===== src/rtl/rca_nibble_seq_adder.sv =====
// Multi-precision adder that streams two wide operands LS nibble first through
// one shared 4-bit ripple-carry adder, chaining the carry through a register.

module rca_4bit (
    input  logic [3:0] a,
    input  logic [3:0] b,
    input  logic       cin,
    output logic [3:0] sum,
    output logic       cout
);

    logic [4:0] carry;

    assign carry[0] = cin;

    genvar gi;
    generate
        for (gi = 0; gi < 4; gi++) begin : g_fa
            assign sum[gi]     = a[gi] ^ b[gi] ^ carry[gi];
            assign carry[gi+1] = (a[gi] & b[gi]) | (carry[gi] & (a[gi] ^ b[gi]));
        end
    endgenerate

    assign cout = carry[4];

endmodule

module rca_nibble_seq_adder #(
    parameter int NIBBLES = 4
) (
    input  logic                 clk,
    input  logic                 rst,
    input  logic                 start,
    input  logic [4*NIBBLES-1:0] a,
    input  logic [4*NIBBLES-1:0] b,
    input  logic                 cin,
    output logic                 ready,
    output logic                 busy,
    output logic                 done,
    output logic [4*NIBBLES-1:0] sum,
    output logic                 cout
);

    localparam int W    = 4 * NIBBLES;
    localparam int IDXW = $clog2(NIBBLES);
    localparam logic [IDXW-1:0] LAST_IDX = IDXW'(NIBBLES - 1);

    typedef enum logic [1:0] {
        S_IDLE = 2'd0,
        S_RUN  = 2'd1,
        S_DONE = 2'd2
    } state_t;

    state_t          state_q, state_d;
    logic [IDXW-1:0] idx_q, idx_d;
    logic            carry_q, carry_d;
    logic [W-1:0]    a_q, a_d;
    logic [W-1:0]    b_q, b_d;
    logic [W-1:0]    sum_q, sum_d;
    logic            cout_q, cout_d;

    logic            clear_sum;
    logic            nib_we;

    logic [3:0]      a_nib [NIBBLES];
    logic [3:0]      b_nib [NIBBLES];
    logic [3:0]      rca_sum;
    logic            rca_cout;

    genvar gi;
    generate
        for (gi = 0; gi < NIBBLES; gi++) begin : g_nib
            assign a_nib[gi] = a_q[4*gi +: 4];
            assign b_nib[gi] = b_q[4*gi +: 4];
            // Only the nibble currently selected by idx is written; the rest hold.
            assign sum_d[4*gi +: 4] = clear_sum ? 4'h0 :
                                      (nib_we && (idx_q == IDXW'(gi))) ? rca_sum :
                                      sum_q[4*gi +: 4];
        end
    endgenerate

    rca_4bit u_rca (
        .a    (a_nib[idx_q]),
        .b    (b_nib[idx_q]),
        .cin  (carry_q),
        .sum  (rca_sum),
        .cout (rca_cout)
    );

    always_comb begin
        state_d   = state_q;
        idx_d     = idx_q;
        carry_d   = carry_q;
        a_d       = a_q;
        b_d       = b_q;
        cout_d    = cout_q;
        clear_sum = 1'b0;
        nib_we    = 1'b0;
        case (state_q)
            S_IDLE: begin
                if (start) begin
                    a_d       = a;
                    b_d       = b;
                    carry_d   = cin;
                    idx_d     = '0;
                    cout_d    = 1'b0;
                    clear_sum = 1'b1;
                    state_d   = S_RUN;
                end
            end
            S_RUN: begin
                nib_we  = 1'b1;
                carry_d = rca_cout;
                if (idx_q == LAST_IDX) begin
                    cout_d  = rca_cout;
                    state_d = S_DONE;
                end else begin
                    idx_d = idx_q + 1'b1;
                end
            end
            S_DONE: begin
                state_d = S_IDLE;
            end
            default: begin
                state_d = S_IDLE;
            end
        endcase
    end

    always_ff @(posedge clk) begin
        if (rst) begin
            state_q <= S_IDLE;
            idx_q   <= '0;
            carry_q <= 1'b0;
            a_q     <= '0;
            b_q     <= '0;
            sum_q   <= '0;
            cout_q  <= 1'b0;
        end else begin
            state_q <= state_d;
            idx_q   <= idx_d;
            carry_q <= carry_d;
            a_q     <= a_d;
            b_q     <= b_d;
            sum_q   <= sum_d;
            cout_q  <= cout_d;
        end
    end

    // Status flags decode the state register only, so done is glitch-free.
    assign ready = (state_q == S_IDLE);
    assign busy  = (state_q == S_RUN) || (state_q == S_DONE);
    assign done  = (state_q == S_DONE);
    assign sum   = sum_q;
    assign cout  = cout_q;

endmodule


===== config.mk =====
export PLATFORM = sky130hd
export DESIGN_NAME = rca_nibble_seq_adder
export DESIGN_NICKNAME = d
export VERILOG_FILES = /design/src/rtl/rca_nibble_seq_adder.sv
export SDC_FILE = /design/constraint.sdc
export NUM_CORES = 1
export LEC_CHECK = 0
export BUFFER_PORTS_ARGS = -buffer_cell sky130_fd_sc_hd__buf_2
export CORE_MARGIN = 2
export CORE_UTILIZATION = 55
export DETAILED_ROUTE_END_ITERATION = 10
export PLACE_DENSITY = 0.84
export SLEW_MARGIN = 10
export SYNTH_ARGS = -nofsm -noshare
export SYNTH_HDL_FRONTEND = slang
export SYNTH_SLANG_ARGS = --single-unit

===== constraint.sdc =====
create_clock -name clk -period 9.07 [get_ports clk]
set_clock_uncertainty 0.2 [all_clocks]
set_input_delay 1.814 -clock clk [delete_from_list [all_inputs] [get_ports clk]]
set_output_delay 1.814 -clock clk [all_outputs]
set_load 0.02 [all_outputs]

==> results list, run 1 <==
* Number of failing setup endpoints in the final timing report: 0
- Of the available clock period, the critical path in the final layout requires 0.3862.
- VDD sags by at most 0.1158 mV.
- The first global-routing pass estimated 8383 um of wire.
* Count of hold-fix buffers inserted at cts: 0
* Detailed-route via count: 2007
* Type of destination of the critical path: flop
- Library cell occupying the most area in the post-synthesis netlist: dfxtp_1
- The count of nets left with antenna violations once routing finished came out at 0.
* Post-synthesis instance area: 2735 sq um
- Tracing the worst setup path back leads to its startpoint at idx_q[1].
* Ratio of total power to cell area: 159.7 nW/um^2
- Cell area after placement: 2899 sq um
- Total global routing track utilization: 0.1958
- Die area: 5553 sq um
* Worst Setup Path Type: flop to flop
- Buffer depth of the longest clock path: 2
- Of the synthesized area, sequential elements account for 0.3952.
* Critical path launch point type: flop
- Average instance area after synthesis: 9.839 sq um
* Final min period: 3503 ps
* Number of nets in the finished design: 366
- The max-slew violation count was 0.
- CTS tree: yes
- Buffers inserted during post-CTS setup optimization: 0
- Final hold violation count: 0
- Outcome: complete, no violations
- Flip-flop and latch count after synthesis: 54
- Total Wirelength: 5045 um
* Ys async rst share: 0
- The total overflow left after global routing is 0.
- Clock-pin slew was measured on the worst setup and hold paths at 100 ps.
- Number of I/O port buffers: 55
- Counting every net in the synthesized netlist gives 325.
- Number of global-route vias before repair: 1911
* Drt via density: 5.186
* Row count: 25
- Before antenna repair, the detailed router went through 4 iterations.
- Startpoint of the worst register-to-register path: idx_q[1]
- Commonest cells after routing, fill and taps aside: 55 x buf_2, 54 x dfxtp_1, 45 x nand2_1
* Required time of the worst setup path: 9080 ps
* Routed wire per std cell: 13.04 um
* Leading post-synthesis cells by cell area: dfxtp_1 40%, a21oi_2 9.6%, nand2_2 6.9%
- Number of buffers created by CTS: 5
- Critical-path maximum fanout: 13
* Worst slew slack as a fraction of its limit: 0.3224
- Area share of the leading cell type in the synthesized netlist: 0.3952
- Number of maximum-capacitance violations: 0
- Leakage power: 0.001126 uW
* Fill count: 415
- In the synthesized netlist the dominant register cell turns out to be dfxtp_1.
* FF-to-FF setup slack: 5570 ps
- # DRC: 0
- Cells resized by post-CTS repair: 0
* CTS root buf: clkbuf_8
- The total area inside the core boundary comes to 4755 sq um.
- Setup repair after global routing missed its margin: no
- The initial utilization of the core area, before any placement, comes to 0.5753.
- Antenna violations before repair: 0
- Capturing instance or port of the critical path: sum[11]
- CTS Sinks: 54
* Number of cells produced by synthesis: 278
- For this design the top-level I/O count stands at 56.
- Post-detailed-placement half-perimeter wirelength: 3603 um
* Final weighted congestion of routability-driven global placement: 0.7785
- The area growth from synthesis to layout is 9.149%.
- Max Freq: 285.5 MHz
* H-tree levels: 2
- The library cell used most frequently in the layout, excluding fill and tap cells, is buf_2.
* Share of post-route cells with drive strength above 1: 0.4250
- Die extent in x: 74.52 um
- The number of cells on the worst reg-to-reg path is 9.
- Warnings from Yosys: 0
- Class of the worst hold path: flop to flop
- Clk Latency, worst-skew pair: 300 ps
- 0 antenna diodes ended up in the layout.
- From bottom edge to top edge, the die measures 74.52 um.
- Entering global routing, the biggest net connects 40 pins.
- In this run, the number of DRC markers left after iteration 0 of detailed routing was 155.
- For the final routed database, the setup TNS stands at 0 ps.
* Number of distinct library cell variants in the gate-level netlist after synthesis: 39
- Yosys mapped a number of flops with a built-in enable equal to 0.
- R2r endpoint: sum[11]
- Counting instances, the worst hold path has a depth of 2.
* Pin slew with the least headroom to its limit: 1016 ps
* Post-route cell area: 2985 sq um
- For the worst setup path, the data arrival time is 3520 ps.
[state kept, by name, indices dropped and copies added, names as in the netlist]
name,count
a_q,16
b_q,16
carry_q,1
cout,1
idx_q,2
state_q,2
sum,16
[routing by layer]
| metal | track usage | wire, um | up-vias |
|---|---|---|---|
| met2 | 0.3363 | 2462 | 61 |
| met3 | 0.04336 | 243 | 4 |
| met4 | 0.04762 | 35 | 0 |
| met5 | 0 | 0 | - |
| met1 | 0.2517 | 2303 | 920 |
| li1 | - | - | 1022 |
[cell type report]
type                    count  area (sq um)  area share
repair buffers             55         275.3     0.09220
multi-input cells         190          1410      0.4723
well taps                  67         83.83     0.02808
inverters                  13         48.80     0.01635
clock buffers               6         72.57     0.02431
clock inverters             2         13.76    0.004610
flip-flops and latches     54          1081      0.3621
[cell usage after synthesis (3+ instances only)]
cell type / count
nand2_1: 45
dfxtp_1: 54
buf_12: 3
a21oi_1: 15
nand2_2: 30
a311oi_1: 6
inv_1: 12
buf_6: 5
a21oi_2: 30
fa_1: 4
nor2_1: 6
ha_1: 7
nand3b_1: 4
mux4_2: 7
buf_2: 9
a211oi_2: 3
o21ai_1: 3
mux2i_1: 3
nand3_1: 7
nand2b_1: 3
[kinds of logic after synthesis]
family          synth area share
fa+ha+maj                0.06130
compound gates            0.1821
simple gates              0.1940
mux                      0.07823
buf+inv                  0.08920
flops                     0.3952
[how the worst min path moves through the flow]
stage	startpoint	endpoint	slack, ps
finish	sum[10]	sum[10]	260
global route	b_q[0]	b_q[0]	280
CTS	sum[10]	sum[10]	260
detailed placement	sum[10]	sum[10]	240
global placement	a_q[4]	a_q[4]	240
floorplan	a_q[4]	a_q[4]	230
[where the power goes]
part,switching [uW],total (uW),internal (uW)
registers,7.86,257,249
clock network,78.2,133,54.7
logic,52.6,86.9,34.3
[critical path: stages, from the launching register on]
cell	delay [ps]
dfxtp_1	720
mux4_2	610
fa_1	410
inv_1	70
fa_1	150
inv_1	50
fa_1	350
inv_1	80
fa_1	480
a311oi_1	290
[per-stage QoR]
stage	utilization	worst slack, ps	std cells	hold WS [ps]	power, uW
floorplan	-	5992	278	233.1	336.7
global placement	0.6097	5428	379	241.8	347.4
detailed placement	0.6097	5406	379	243.9	349.6
CTS	0.6279	5534	387	256.9	479.0
global route	0.6279	5310	387	284.6	500.4
finish	0.6279	5567	387	256.6	476.7
No activity file was read; power rests on OpenSTA's default activity.
==> run 2, diff against run 1 <==
ABC_AREA = 1   (was default)
CORE_UTILIZATION = 53   (was 55)
PLACE_DENSITY = 0.83   (was 0.84)
clock period = 3.3 ns   (was 9.07 ns; I/O delays follow)
==> results list, run 2 <==
- Clock slew at the register clock pins of the worst setup and hold paths: 90 ps
* Total global routing track utilization: 0.2038
- Core ar.: 4324 sq um
* Commonest cells after routing, fill and taps aside: 78 x nor2_1, 55 x buf_2, 54 x dfxtp_1
- Cell area after placement: 2635 sq um
- Number of failing setup endpoints in the final timing report: 0
- The count of nets left with antenna violations once routing finished came out at 0.
- In the final layout, the multi-input gates occupy 1094 sq um.
- In the final routed layout, each cell accounts on average for 11.70 um.
* Area share of the leading cell type in the synthesized netlist: 0.4567
- Critical-path maximum fanout: 22
- Static timing analysis puts the maximum clock frequency at 346.0 MHz.
* Drt via density: 5.017
- Warnings from Yosys: 0
- The most used flip-flop cell after synthesis is dfxtp_1.
- Total power for the finished layout comes to 1304 uW.
- Antenna violations before repair: 0
- IR Drop Worst-Case VDD: 0.2984 mV
- Number of maximum-capacitance violations: 0
- Number of global-route vias before repair: 1920
* Ys async rst share: 0
- H-tree levels: 2
- STA classifies the critical path startpoint as a flop.
- Class of the worst hold path: flop to flop
- Detailed-route via count: 2097
- Starting density of the core: 0.5475
* Library cell appearing most often on the critical path: fa_1
* Fill count: 403
- Die Ht: 70.83 um
* Count of hold-fix buffers inserted at cts: 0
- The worst pin sits at a relative slew slack of 0.6126.
- In this run the horizontal extent of the chip is 70.83 um.
* Max stage delay on crit path: 460 ps
- Crit path arrival time: 2900 ps
- Fraction of power spent switching nets: 0.2774
- Net switching power: 361.6 uW
* Number of cells produced by synthesis: 317
* Share of post-route cells with drive strength above 1: 0.1858
* Portion of the post-synthesis area used by sequential elements: 0.4567
- The worst register-to-register path ends at sum[15].
- Counting distinct cell types in the post-synthesis netlist gives 21.
- Worst R2R Path Depth: 11
* Clk Latency, worst-skew pair: 300 ps
- Crit share post-route: 0.8757
- Counting the buffers created by CTS gives 5.
* Most common library cell in the layout ignoring fill and taps: nor2_1
- TritonCTS built the clock tree.
- CTS root buf: clkbuf_8
* Required time of the worst setup path: 3310 ps
* Setup Total Neg Slack: 0 ps
- Register cell area after layout: 1081 sq um
- The slowest stage of the critical path belongs to the cell fa_1.
* Leading post-synthesis cells by cell area: dfxtp_1 46%, nor2_1 12%, o21ai_0 11%
* Origin of the worst setup path: idx_q[0]
* Final Max Tran Viols: 0
* Pin slew with the least headroom to its limit: 579.1 ps
- The clock drives 54 sinks.
* Buffer depth of the longest clock path: 2
* Part of the total power dissipated in the clock network: 0.271
* Library cell occupying the most area in the post-synthesis netlist: dfxtp_1
- In the routed design, unresolved DRC markers number 0.
* Dpl ws: 431.5 ps
- FF-to-FF setup slack: 410 ps
- Synthesis produced a netlist with a net count of 364.
- Final weighted congestion of routability-driven global placement: 0.8773
* Design internal power: 942.1 uW
- Type of destination of the critical path: flop
- Outcome: complete, no violations
- The wire-length estimate of the detail-placed layout is 3663 um.
- The die covers 5017 sq um.
- Total gr overflow: 0
- Number of nets in the finished design: 414
- Average instance area after synthesis: 7.468 sq um
- Walking the worst path, the cells encountered are buf_4 > o21ai_0 > o22ai_1 > fa_1 > inv_1 > fa_1 > inv_1 > fa_1 > inv_1 > fa_1 > a211oi_1.
- The repair_antennas step left the layout with diodes totalling 0.
- 56 I/O pins were placed.
- Startpoint of the worst register-to-register path: idx_q[0]
- For the finished layout, the period the worst path requires is 2890 ps.
- Gates resized during post-CTS repair numbered 0.
- The floorplan has 24 rows.
* First-pass GRT wire length: 8245 um
* Most frequent cell after synthesis: nor2_1
* Setup repair after global routing missed its margin: no
* Leakage power: 0.001276 uW
- Entering global routing, the biggest net connects 40 pins.
- Post-route cell area: 2718 sq um
* Ratio of total power to cell area: 479.7 nW/um^2
- The worst path meets setup with 410.2 ps of slack.
- After synthesis, the most frequently instantiated cells are 78 x nor2_1, 54 x dfxtp_1, 52 x o21ai_0.
* Sequential share of power: 0.549
- Capturing instance or port of the critical path: sum[15]
- Number of DRC violations after detailed-routing iteration 0: 100
- Relative to the synthesized area, the layout overhead comes to 14.80%.
- The count of buffers added on input and output ports is 55.
- The mapped netlist covers 2367 sq um.
- Final hold violation count: 0
* Flip-flop and latch count after synthesis: 54
- The pre-antenna-repair detailed-routing pass consisted of 4 iterations.
- Number of enable-type register cells in the synthesized netlist: 0
- The setup path with the least slack is of type flop to flop.
- Summed over all layers, the routed wires come to 4892 um.
- Of the total power, combinational logic draws 0.179.
- Once the clock tree was built, the setup fixing pass inserted 0 buffers.
## run 2: worst max-delay path, delay by kind of cell (launching register included)
family                     cells  cell delay [ps]
adders and majority gates      4             1370
buffers and inverters          4              410
AOI/OAI and AO/OA              3              520
DFF                            1              320
## run 2: logic make-up (layout without fill, tap and decap cells)
group | Yosys count | count (layout) | synth area share
AO/OA/AOI/OAI | 88 | 88 | 0.1913
adder cells (fa/ha/maj) | 11 | 11 | 0.07082
buffers and inverters | 40 | 89 | 0.08139
flip-flops | 54 | 54 | 0.4567
AND/OR/NAND/NOR | 124 | 124 | 0.1998
## run 2: per-stage QoR
stage | cells | utilization | hold WS, ps
2_1_floorplan | 317 | - | 223.8
3_3_place_gp | 412 | 0.6094 | 249.4
3_5_place_dp | 412 | 0.6094 | 253.0
4_1_cts | 418 | 0.6285 | 266.4
5_1_grt | 418 | 0.6285 | 292.6
6_report | 418 | 0.6285 | 263.1
## run 2: layer usage
layer | global-route usage | wire, um | part of all wire | vias up
met3 | 0.05698 | 204 | 0.042 | 8
li1 | - | - | - | 1118
met4 | 0.05660 | 63 | 0.013 | 0
met5 | 0 | 0 | 0 | -
met1 | 0.2500 | 2271 | 0.46 | 919
met2 | 0.3520 | 2352 | 0.48 | 52
## run 2: how the worst min path moves through the flow
stage / start / end / depth (start not counted)
after floorplan: a_q[1] / a_q[1] / 2
after global placement: sum[10] / sum[10] / 2
after detailed placement: sum[0] / sum[0] / 2
after CTS: sum[0] / sum[0] / 2
after global routing: sum[8] / sum[8] / 2
final: sum[0] / sum[0] / 2
## run 2: cell type report
| cell class | instances | share of cell area |
|---|---|---|
| multi-input combinational | 223 | 0.4024 |
| inverter | 24 | 0.03315 |
| tap | 52 | 0.02394 |
| clock buffer | 6 | 0.03039 |
| timing repair buffer | 59 | 0.1123 |
| sequential | 54 | 0.3978 |
## run 2: power groups by stage
| stage | Combinational (uW) | Sequential, uW | Clock [uW] |
|---|---|---|---|
| detailed placement | 234 | 733 | 0 |
| floorplan | 172 | 731 | 0 |
| CTS | 235 | 717 | 363 |
| global placement | 226 | 731 | 0 |
| global route | 266 | 722 | 387 |
| finish | 233 | 716 | 354 |
==> run 3, diff against run 2 <==
BUFFER_PORTS_ARGS = default   (was -buffer_cell sky130_fd_sc_hd__buf_2)
CORE_UTILIZATION = 55   (was 53)
DONT_BUFFER_PORTS = 1   (was default)
PLACE_DENSITY = 0.74   (was 0.83)
==> results list, run 3 (synthesis results as in run 2) <==
* Detailed-route via count: 1943
- Across the VDD grid, the largest voltage drop is 0.3674 mV.
* Worst R2R Path Depth: 11
* Total gr overflow: 0
* Core ar.: 4058 sq um
- The worst setup path is captured at a flop.
- The tightest min-delay check is of the input pin to flop type.
- Pin slew with the least headroom to its limit: 560.8 ps
- In the global route stage, overall resource usage came out at 0.2002.
- In this run the tool buffered the top-level ports with 0 buffer cells.
- Buffer depth of the longest clock path: 2
- Min-Delay Endpoint: state_q[0]
- The floorplan has 23 rows.
- The placed instances occupy a cell area of 2365 sq um.
* Most common library cell in the layout ignoring fill and taps: nor2_1
- Number of DRC violations after detailed-routing iteration 0: 99
* Io pins: 56
* Critical-path maximum fanout: 12
- Area of the multi-input gates: 1094 sq um
* H-tree levels: 2
- Leakage power: 0.001030 uW
- The congestion estimate from routability-driven global placement came to 0.8588.
- Measured along the y axis, the die boundary spans 69.61 um.
- Sequence of cells on the critical path: inv_1 > o21ai_0 > o22ai_1 > fa_1 > inv_1 > fa_1 > inv_1 > fa_1 > inv_1 > fa_1 > a211oi_1
- Hold timing on the final database bottoms out at a slack of 213.5 ps.
- In the final timing run, aggregate negative setup slack is 0 ps.
- Slowest stage cell on the critical path: fa_1
* Number of failing setup endpoints in the final timing report: 0
- Die extent in x: 69.61 um
- First-pass GRT wire length: 7872 um
- Number of global-route vias before repair: 1740
* FF-to-FF setup slack: 390 ps
* Number of buffer and inverter instances along the worst setup path: 4
- Hold Path Origin: rst
- Crit path arrival time: 2940 ps
- After clock tree synthesis, the flow added hold-fix buffers numbering 0.
* Commonest cells after routing, fill and taps aside: 78 x nor2_1, 54 x dfxtp_1, 52 x o21ai_0
- Clock-pin slew was measured on the worst setup and hold paths at 90 ps.
* Post-detailed-placement half-perimeter wirelength: 3496 um
- The detail route stage leaves a number of antenna-violating nets equal to 0.
- Antenna violations before repair: 0
- Die area: 4845 sq um
- Setup slack closes at 386.9 ps.
- The endpoint identified for the worst register-to-register timing path is sum[3].
- Clk Latency, worst-skew pair: 300 ps
- Startpoint of the worst register-to-register path: idx_q[0]
- Of the available clock period, the critical path in the final layout requires 0.8827.
* CTS Sinks: 54
- Entering global routing, the biggest net connects 40 pins.
- Number of diodes: 0
- With fillers left out, the area of the finished cells amounts to 2445 sq um.
* Worst Setup Path Type: flop to flop
- Ratio of total power to cell area: 520.3 nW/um^2
* Required time of the worst setup path: 3320 ps
* Final hold violation count: 0
- Number of search-and-repair iterations in the first detailed-routing pass: 5
* Cells resized by post-CTS repair: 0
* Buffers inserted during post-CTS setup optimization: 0
- The max-slew violation count was 0.
- After detailed routing, the number of remaining DRC violations is 0.
- Max stage delay on crit path: 460 ps
- Final cell utilization of the core: 0.6025
- Cell depth of the worst hold path: 1
- Starting density of the core: 0.5834
- Counting the fill cells in the layout gives 381.
* Drt via density: 5.353
- The tool flagged a number of max-cap violations equal to 0.
- Dpl ws: 396.1 ps
- Of the cells placed in the final design, the portion with a size suffix greater than 1 is 0.04473.
- The worst path needs 2913 ps of the cycle, external delays included.
- Number of buffers created by CTS: 5
* CTS root buf: clkbuf_8
* Layout overhead on the synthesized area: 3.277%
- CTS tree: yes
- Register cell area after layout: 1081 sq um
* Max Freq: 343.3 MHz
- The run finished with clean final reports.
- Critical path launch point type: flop
- Number of nets in the finished design: 360
* Largest delay share family, worst path: adder cells
- Worst slew slack as a fraction of its limit: 0.6248
- Routed wire per std cell: 12.79 um
- Setup repair after global routing missed its margin: no
- Total Wirelength: 4643 um
-- run 3: cell types whose count changed in the layout (fill, tap and decap cells not counted) --
cell	change
clkbuf_8	-1
buf_2	-55
buf_4	+1
clkbuf_1	+1
clkinvlp_4	+1
-- run 3: final cells by class --
| type | instances | area share |
|---|---|---|
| Inverter | 24 | 0.03685 |
| Sequential cell | 54 | 0.4422 |
| Clock inverter | 1 | 0.003071 |
| Clock buffer | 6 | 0.02968 |
| Tap cell | 50 | 0.02559 |
| Multi-Input combinational cell | 223 | 0.4473 |
| Timing Repair Buffer | 5 | 0.01535 |
-- run 3: stage by stage --
| stage | power (uW) | instances |
|---|---|---|
| 6_report | 1272 | 363 |
| 3_3_place_gp | 937.5 | 356 |
| 5_1_grt | 1346 | 363 |
| 4_1_cts | 1279 | 363 |
| 3_5_place_dp | 942.1 | 356 |
| 2_1_floorplan | 903.6 | 317 |
-- run 3: per-layer routing --
metal  wire length (um)  vias up  share of wire  GRT usage
met2               2053       55           0.44     0.3034
met4                 52        0          0.011    0.07407
li1                   -     1017              -          -
met5                  0        -              0          0
met3                315        6          0.068    0.06105
met1               2221      865           0.48     0.2687
-- run 3: worst max-delay path by stage --
stage	start	endpoint	slack [ps]	depth (start not counted)
final	idx_q[0]	sum[3]	390	11
after global routing	idx_q[0]	sum[3]	130	11
after detailed placement	idx_q[0]	sum[15]	400	11
after floorplan	idx_q[1]	sum[15]	430	12
after global placement	idx_q[0]	sum[3]	490	11
after CTS	idx_q[0]	sum[15]	380	11
-- run 3: power by group --
| part | switching, uW | internal (uW) |
|---|---|---|
| Clock | 201 | 146 |
| Sequential | 28.7 | 694 |
| Combinational | 133 | 68.8 |
-- run 3: worst register-to-register path, stage by stage, from the launching register on --
cell and delay (ps):
dfxtp_1 350, inv_1 160, o21ai_0 190, o22ai_1 110
fa_1 410, inv_1 80, fa_1 150, inv_1 50
fa_1 360, inv_1 70, fa_1 460, a211oi_1 230
